--- config.mk ---
export PLATFORM = sky130hd
export DESIGN_NAME = fetch_stage
export DESIGN_NICKNAME = d
export VERILOG_FILES = /design/src/rtl/core_pkg.sv /design/src/rtl/if_id_reg.sv /design/src/rtl/fetch_stage.sv
export SDC_FILE = /design/constraint.sdc
export NUM_CORES = 1
export LEC_CHECK = 0
export BUFFER_PORTS_ARGS = -buffer_cell sky130_fd_sc_hd__buf_2
export CORE_MARGIN = 2
export CORE_UTILIZATION = 47
export DETAILED_ROUTE_END_ITERATION = 16
export GPL_TIMING_DRIVEN = 0
export PLACE_DENSITY = 0.83
export SLEW_MARGIN = 20
export SYNTH_ARGS = -nofsm -noshare
export SYNTH_HDL_FRONTEND = slang
export SYNTH_SLANG_ARGS = --single-unit
--- constraint.sdc ---
create_clock -name clk -period 2.6 [get_ports clk]
set_clock_uncertainty 0.05 [all_clocks]
set_input_delay 0.52 -clock clk [delete_from_list [all_inputs] [get_ports clk]]
set_output_delay 0.52 -clock clk [all_outputs]
set_load 0.05 [all_outputs]
--- src/rtl/core_pkg.sv ---
// Shared core definitions: opcode encodings used by fetch and the controller,
// the canonical NOP word, and default datapath widths.
package core_pkg;

  localparam int unsigned PC_W_DEF  = 9;
  localparam int unsigned INS_W_DEF = 32;

  // addi x0,x0,0 -- decodes as I-type with rd=x0, so it has no architectural effect
  localparam logic [31:0] NOP_INSTR = 32'h0000_0013;

  typedef enum logic [6:0] {
    R_TYPE = 7'b0110011,
    I_TYPE = 7'b0010011,
    LW     = 7'b0000011,
    SW     = 7'b0100011,
    BR     = 7'b1100011,
    JAL    = 7'b1101111,
    JALR   = 7'b1100111
  } opcode_e;

endpackage

--- src/rtl/if_id_reg.sv ---
// IF/ID pipeline register.
// Update priority: reset > squash (bubble) > stall (hold) > !ready (bubble) > load.
// Ports:
//   clk, reset     clock, synchronous active-low reset
//   stall_i        hold all fields
//   squash_i       load a bubble (redirect or flush); overrides stall
//   ready_i        instruction memory data valid this cycle
//   pc_i, instr_i  PC and instruction word to capture
//   pc_o, instr_o, valid_o  registered outputs
module if_id_reg
  import core_pkg::*;
#(
  parameter int unsigned PC_W  = PC_W_DEF,
  parameter int unsigned INS_W = INS_W_DEF
) (
  input  logic             clk,
  input  logic             reset,
  input  logic             stall_i,
  input  logic             squash_i,
  input  logic             ready_i,
  input  logic [PC_W-1:0]  pc_i,
  input  logic [INS_W-1:0] instr_i,
  output logic [PC_W-1:0]  pc_o,
  output logic [INS_W-1:0] instr_o,
  output logic             valid_o
);

  logic [PC_W-1:0]  pc_q, pc_d;
  logic [INS_W-1:0] instr_q, instr_d;
  logic             valid_q, valid_d;

  always_comb begin
    pc_d    = pc_q;
    instr_d = instr_q;
    valid_d = valid_q;
    if (squash_i || (!stall_i && !ready_i)) begin
      pc_d    = '0;
      instr_d = INS_W'(NOP_INSTR);
      valid_d = 1'b0;
    end else if (!stall_i) begin
      pc_d    = pc_i;
      instr_d = instr_i;
      valid_d = 1'b1;
    end
  end

  always_ff @(posedge clk) begin
    if (!reset) begin
      pc_q    <= '0;
      instr_q <= INS_W'(NOP_INSTR);
      valid_q <= 1'b0;
    end else begin
      pc_q    <= pc_d;
      instr_q <= instr_d;
      valid_q <= valid_d;
    end
  end

  assign pc_o    = pc_q;
  assign instr_o = instr_q;
  assign valid_o = valid_q;

endmodule

--- src/rtl/fetch_stage.sv ---
// Instruction-fetch stage: PC register, next-PC selection and the IF/ID register.
// Next-PC priority: reset > redirect (word-aligned target) > stall > !ready > PC+4.
// Ports:
//   clk, reset                 clock, synchronous active-low reset
//   stall_i, flush_i           hazard hold / IF/ID squash
//   br_taken_i, br_pc_i        redirect and its target (bits [1:0] dropped)
//   imem_ready_i, imem_data_i  instruction memory response for imem_addr_o
//   imem_addr_o                current PC, straight from the PC flop
//   if_id_pc_o, if_id_instr_o, if_id_valid_o  IF/ID register outputs
// Optional macro FETCH_PERF_CNT_EN adds saturating counters:
//   fetch_cnt_o (valid loads), stall_cnt_o (IF/ID holds), flush_cnt_o (squashes).
module fetch_stage
  import core_pkg::*;
#(
  parameter int unsigned     PC_W     = PC_W_DEF,
  parameter int unsigned     INS_W    = INS_W_DEF,
  parameter logic [PC_W-1:0] RESET_PC = '0
) (
  input  logic             clk,
  input  logic             reset,
  input  logic             stall_i,
  input  logic             flush_i,
  input  logic             br_taken_i,
  input  logic [PC_W-1:0]  br_pc_i,
  input  logic             imem_ready_i,
  input  logic [INS_W-1:0] imem_data_i,
  output logic [PC_W-1:0]  imem_addr_o,
  output logic [PC_W-1:0]  if_id_pc_o,
  output logic [INS_W-1:0] if_id_instr_o,
`ifdef FETCH_PERF_CNT_EN
  output logic [31:0]      fetch_cnt_o,
  output logic [31:0]      stall_cnt_o,
  output logic [31:0]      flush_cnt_o,
`endif
  output logic             if_id_valid_o
);

  logic [PC_W-1:0] pc_q, pc_d;
  logic            squash;

  assign squash = br_taken_i || flush_i;

  always_comb begin
    pc_d = pc_q;
    if (br_taken_i) begin
      pc_d = br_pc_i & ~PC_W'(3);
    end else if (!stall_i && imem_ready_i) begin
      pc_d = pc_q + PC_W'(4);
    end
  end

  always_ff @(posedge clk) begin
    if (!reset) begin
      pc_q <= RESET_PC;
    end else begin
      pc_q <= pc_d;
    end
  end

  assign imem_addr_o = pc_q;

  if_id_reg #(
    .PC_W  (PC_W),
    .INS_W (INS_W)
  ) u_if_id_reg (
    .clk      (clk),
    .reset    (reset),
    .stall_i  (stall_i),
    .squash_i (squash),
    .ready_i  (imem_ready_i),
    .pc_i     (pc_q),
    .instr_i  (imem_data_i),
    .pc_o     (if_id_pc_o),
    .instr_o  (if_id_instr_o),
    .valid_o  (if_id_valid_o)
  );

`ifdef FETCH_PERF_CNT_EN
  logic [31:0] fetch_cnt_q, fetch_cnt_d;
  logic [31:0] stall_cnt_q, stall_cnt_d;
  logic [31:0] flush_cnt_q, flush_cnt_d;
  logic        fetch_inc, stall_inc;

  // Mirrors the IF/ID priority so each counter tracks what that register actually did.
  assign fetch_inc = !squash && !stall_i && imem_ready_i;
  assign stall_inc = !squash && stall_i;

  always_comb begin
    fetch_cnt_d = fetch_cnt_q;
    stall_cnt_d = stall_cnt_q;
    flush_cnt_d = flush_cnt_q;
    if (fetch_inc && (fetch_cnt_q != '1)) fetch_cnt_d = fetch_cnt_q + 32'd1;
    if (stall_inc && (stall_cnt_q != '1)) stall_cnt_d = stall_cnt_q + 32'd1;
    if (squash    && (flush_cnt_q != '1)) flush_cnt_d = flush_cnt_q + 32'd1;
  end

  always_ff @(posedge clk) begin
    if (!reset) begin
      fetch_cnt_q <= '0;
      stall_cnt_q <= '0;
      flush_cnt_q <= '0;
    end else begin
      fetch_cnt_q <= fetch_cnt_d;
      stall_cnt_q <= stall_cnt_d;
      flush_cnt_q <= flush_cnt_d;
    end
  end

  assign fetch_cnt_o = fetch_cnt_q;
  assign stall_cnt_o = stall_cnt_q;
  assign flush_cnt_o = flush_cnt_q;
`endif

endmodule
==> results of run 1 <==
[report_power, final]
part / internal, W / switching [W]
logic: 0.0000794 / 0.000139
clock network: 0.000242 / 0.000211
registers: 0.000737 / 0.0000151
total: 0.00106 / 0.000365
[cells by family (layout without fill, tap and decap cells)]
family | after synthesis | after routing | synth area share
AOI/OAI and AO/OA | 20 | 20 | 0.06870
and+or+nand+nor | 53 | 53 | 0.1319
buffers and inverters | 19 | 118 | 0.05343
xor gates and xnor gates | 2 | 2 | 0.009717
other | 1 | 4 | 0.002080
adders and majority gates | 1 | 1 | 0.006939
DFF | 47 | 47 | 0.5219
muxes | 37 | 37 | 0.2054
[placed cells by master (no fill, tap or decap), types with 2 or more instances in the layout]
cell type	n
clkbuf_1	8
clkbuf_8	7
inv_1	3
a211o_1	3
a21oi_1	2
buf_2	92
nor2_1	38
nand3_1	3
nand2b_1	2
or3_1	4
buf_4	4
a31oi_1	4
mux2i_1	37
dfxtp_1	47
o21ai_0	9
nor2b_1	3
conb_1	4
[how the worst max path moves through the flow]
stage               start                       to  slack (ns)  cells past startpoint
6_report          stall_i      u_if_id_reg.pc_o[6]        0.86                      5
3_5_place_dp      stall_i  u_if_id_reg.instr_o[30]        0.53                      5
5_1_grt           stall_i  u_if_id_reg.instr_o[30]        0.71                      5
3_3_place_gp      stall_i  u_if_id_reg.instr_o[31]        0.56                      5
4_1_cts           stall_i      u_if_id_reg.pc_o[6]        0.84                      5
2_1_floorplan  br_taken_i   u_if_id_reg.instr_o[0]        0.90                      4
[flip-flops by register name (all words and copies together) (netlist names)]
register	count
u_if_id_reg.instr_o	32
u_if_id_reg.pc_o	7
imem_addr_o	7
u_if_id_reg.valid_o	1
[routing by layer]
layer / GRT usage / vias to the layer above / routed length [um] / share of wire
met5: 0 / - / 0 / 0
met4: 0.1071 / 0 / 75 / 0.019
met3: 0.04259 / 6 / 267 / 0.069
met2: 0.3384 / 59 / 1963 / 0.51
met1: 0.2032 / 734 / 1551 / 0.40
li1: - / 798 / - / -
[per-stage QoR]
step | power, W | cell area [um2] | instances
CTS | 0.001438 | 2430 | 330
finish | 0.001424 | 2430 | 330
global route | 0.001489 | 2430 | 330
global placement | 0.0009828 | 2330 | 322
floorplan | 0.0009187 | 1814 | 183
detailed placement | 0.0009873 | 2330 | 322
[cell type report]
class | instances | share of cell area
sequential | 47 | 0.3872
multi-input combinational | 117 | 0.3198
timing repair buffer | 91 | 0.1874
clock buffer | 8 | 0.04119
buffer | 15 | 0.03347
tap | 48 | 0.02472
inverter | 4 | 0.006179
[critical path, stage by stage]
cell and delay, ns:
buf_2 0.09, clkbuf_1 0.30, clkbuf_1 0.61, mux2i_1 0.27, nor2_1 0.06
==> impl_metrics.py, run 1 <==
metrics = {
    "sta": {
        "finalWorstSetupSlack_ns": 0.8638,
        "rsz0062_at_grt": "false",
        "maxSlewHeadroom": 0.5143,
        "fin_crit_sh": 0.6678,
        "finalCriticalPeriod_ns": 1.736,
        "fmax_mhz": 576.0,
        "hold_viol_final": 0,
        "worst_pin_slew_ns": 0.7285,
        "finalSetupViolCount": 0,
        "holdWs_ns": 0.4137,
        "slew_viol_final": 0,
        "tns_ns": 0,
    },
    "cts": {
        "clk_pin_slew_ns": 0.08,
        "cts-buffers-inserted": 5,
        "cts_setup_buffers": 0,
        "cts_resized": 0,
        "clock_path_buffers": 2,
        "cts_root_buffer": "clkbuf_8",
        "cts_tree": "yes",
        "clkLatencyLatePin_ns": 0.29,
        "cts_sinks": 47,
        "ctsHtreeMaxLevel": 2,
        "postCtsHoldBufs": 0,
    },
    "floorplan": {
        "die_w_um": 65.94,
        "die-area_um2": 4347,
        "pin_count": 98,
        "start_util": 0.4925,
        "core_um2": 3661,
        "die_h_um": 65.94,
        "rows": 22,
    },
    "worst_setup_path": {
        "critPathKind": "in -> reg",
        "crit_fanout": 10,
        "crit_required_ns": 2.72,
        "r2r_slack_ns": 1.19,
        "crit_path_end_kind": "register",
        "worstReg2RegEnd": "imem_addr_o[6]",
        "rr_startpoint": "imem_addr_o[2]",
        "r2r_cells": 4,
        "crit_arrival_ns": 1.85,
        "start_kind": "input pin",
    },
    "synth": {
        "ys_async_sr_fraction": 0,
        "avgSynthCellArea_um2": 10.02,
        "syn_inst": 180,
        "synth_area_leaders": "dfxtp_1, mux2i_1, nor2_1",
        "yosysWarningCount": 0,
        "netlist_area_um2": 1803,
        "ys_ff_latch": 47,
        "synth_flop_cell": "dfxtp_1",
        "synth_cell_types": 28,
        "seq_area_frac_synth": 0.5219,
        "synth_edf_count": 0,
        "yosysMostFrequentCell": "dfxtp_1",
        "synth.top_cells.by_count": "dfxtp_1, nor2_1, mux2i_1",
        "netlist.area_leader.share": 0.5219,
        "synth_largest_area_cell": "dfxtp_1",
    },
    "power": {
        "peakVddDrop_mv": 0.3806,
        "p_leak_nw": 1.235,
        "power.density_nw_per_um2": 585.9,
    },
    "min_path": {
        "hold-path-endpoint": "u_if_id_reg.instr_o[14]",
        "hold_depth": 3,
        "hold_path.startpoint": "imem_data_i[14]",
        "min_path_type": "in -> reg",
    },
    "global_routing": {
        "grt_max_degree": 14,
        "grt_pass1_vias": 1493,
        "antenna_found_initial": 0,
        "grtUsageTotal": 0.1890,
        "grt_pass1_wl_um": 6230,
        "grt_overflow": 0,
    },
    "routing": {
        "via_per_inst": 4.839,
        "route.detailed.drc": 0,
        "vias": 1597,
        "drt_iter0_markers": 74,
        "firstDrtPassIters": 4,
        "routedWlPerCell_um": 11.69,
        "ant_nets": 0,
        "wirelength_um": 3858,
    },
    "place": {
        "place.gp.congestion": 0.8479,
        "port_buffers": 91,
        "dp_hpwl_um": 3014,
        "dp_slack_ns": 0.5349,
    },
    "final_layout": {
        "antenna_cells": 0,
        "multi_input_area_um2": 777.0,
        "area_delta_synth_final_pct": 34.77,
        "num-fill-cells": 329,
        "final_layout_size_suffix_gt1_frac": 0.3759,
        "utilization": 0.6637,
        "nets": 329,
        "layout.area.seq_um2": 940.9,
    },
    "outcome": {
        "status": "complete, no violations",
    },
    "flow_run": {
        "drv_cap": 0,
    },
}
Note: power is estimated with default switching activity, not from simulation.
==> run 2, diff against run 1 <==
CORE_UTILIZATION = 39   (was 47)
PLACE_DENSITY = 0.73   (was 0.83)
clock period = 1.5 ns   (was 2.6 ns; I/O delays follow)
==> impl_metrics.py, run 2 (synthesis gave the netlist of run 1 again) <==
metrics = {
    "place": {
        "port_buffers": 91,
        "place.gp.congestion": 0.7816,
        "placed_cells": 326,
        "dp_slack_ns": -0.3923,
        "dp_hpwl_um": 3030,
        "dpl-instance-area_um2": 2340,
    },
    "final_layout": {
        "largest_register_ffs": 32,
        "fin_area_um2": 2476,
        "antenna_cells": 0,
        "area_delta_synth_final_pct": 37.33,
        "nets": 329,
        "final_layout_size_suffix_gt1_frac": 0.4007,
        "final_common_cell": "buf_2",
        "final_cell_mix": "buf_2, dfxtp_1, nor2_1",
        "utilization": 0.5609,
        "fin_cells": 334,
    },
    "global_routing": {
        "antenna_found_initial": 0,
        "grt_max_degree": 15,
        "grt_pass1_wl_um": 6617,
        "grt_overflow": 0,
        "grt_pass1_vias": 1571,
        "grtUsageTotal": 0.1614,
    },
    "worst_setup_path": {
        "rr_startpoint": "imem_addr_o[2]",
        "cp-startpoint": "imem_addr_o[6]",
        "crit_slowest_cell": "dfxtp_1",
        "crit_required_ns": 1.15,
        "crit_chain": "buf_2",
        "critPathBufInv": 1,
        "cp.depth": 1,
        "crit_fanout": 6,
        "worstReg2RegEnd": "imem_addr_o[8]",
        "start_kind": "register",
        "r2r_cells": 4,
        "cpPeakStageDelay_ns": 0.44,
        "crit_family": "flip-flops",
        "critPathKind": "reg -> out",
        "r2r_slack_ns": 0.21,
        "crit_arrival_ns": 1.04,
        "endpoint": "imem_addr_o[6]",
        "crit_path_end_kind": "output port",
    },
    "sta": {
        "tns_ns": 0,
        "finalSetupViolCount": 0,
        "finalCriticalPeriod_ns": 1.393,
        "fin_crit_sh": 0.9285,
        "slew_viol_final": 0,
        "fmax_mhz": 718.0,
        "rsz0062_at_grt": "false",
        "finalWorstSetupSlack_ns": 0.1072,
        "hold_viol_final": 0,
    },
    "cts": {
        "cts_tree": "yes",
        "clock_path_buffers": 2,
        "clkLatencyLatePin_ns": 0.29,
        "cts-buffers-inserted": 5,
        "postCtsHoldBufs": 0,
        "ctsHtreeMaxLevel": 2,
        "cts_sinks": 47,
        "clk_pin_slew_ns": 0.08,
        "cts_root_buffer": "clkbuf_8",
    },
    "floorplan": {
        "die-area_um2": 5183,
        "die_w_um": 71.99,
        "start_util": 0.4084,
        "rows": 24,
        "pin_count": 98,
        "core_um2": 4414,
        "die_h_um": 71.99,
    },
    "outcome": {
        "status": "complete, no violations",
    },
    "routing": {
        "firstDrtPassIters": 4,
        "route.detailed.drc": 0,
        "via_per_inst": 4.734,
        "vias": 1581,
        "drt_iter0_markers": 49,
        "wirelength_um": 3948,
        "ant_nets": 0,
        "routedWlPerCell_um": 11.82,
    },
    "power": {
        "p_leak_nw": 1.259,
        "peakVddDrop_mv": 0.5619,
        "power.density_nw_per_um2": 1110,
    },
    "min_path": {
        "hold_path.startpoint": "imem_data_i[11]",
        "min_path_type": "in -> reg",
    },
    "flow_run": {
        "drv_cap": 0,
    },
}
run 2: through the flow:
step / hold slack, ns / total power (W)
after floorplan: 0.3518 / 0.001594
after detailed placement: 0.3926 / 0.001713
after global placement: 0.3840 / 0.001706
final: 0.1812 / 0.002748
after CTS: 0.1719 / 0.002793
after global routing: 0.1782 / 0.002865
run 2: how the worst min path moves through the flow:
stage / end / cells past startpoint
final: u_if_id_reg.instr_o[11] / 3
after global routing: u_if_id_reg.instr_o[11] / 3
after CTS: u_if_id_reg.instr_o[11] / 3
after detailed placement: u_if_id_reg.valid_o / 2
after global placement: u_if_id_reg.valid_o / 2
after floorplan: imem_addr_o[3] / 2
run 2: area by class of cell:
cell class / instances / area (um2)
plain buffers: 15 / 85.08
clock buffers: 6 / 72.57
clock inverters: 2 / 60.06
fillers: 423 / 1938
inverters: 4 / 15.01
multi-input cells: 117 / 777.0
flip-flops and latches: 47 / 945.9
well taps: 52 / 65.06
repair buffers: 91 / 455.4
run 2: routing by layer:
metal / GRT usage / part of all wire
met2: 0.2870 / 0.48
met3: 0.05000 / 0.077
met4: 0.05031 / 0.012
met1: 0.1852 / 0.43
met5: 0 / 0
run 2: what timing repair did:
item / in CTS / in global routing
endpoints found under the setup margin: 20 / 6
setup buffers: 0 / 0
resized for setup: 2 / 1
run 2: where the power goes:
part	switching (W)	internal (W)	total, W	leakage [nW]
Clock	0.000402	0.000666	0.00107	0.0654
Combinational	0.000237	0.000138	0.000375	0.811
Sequential	0.0000273	0.00128	0.00131	0.383
Total	0.000666	0.00208	0.00275	1.26
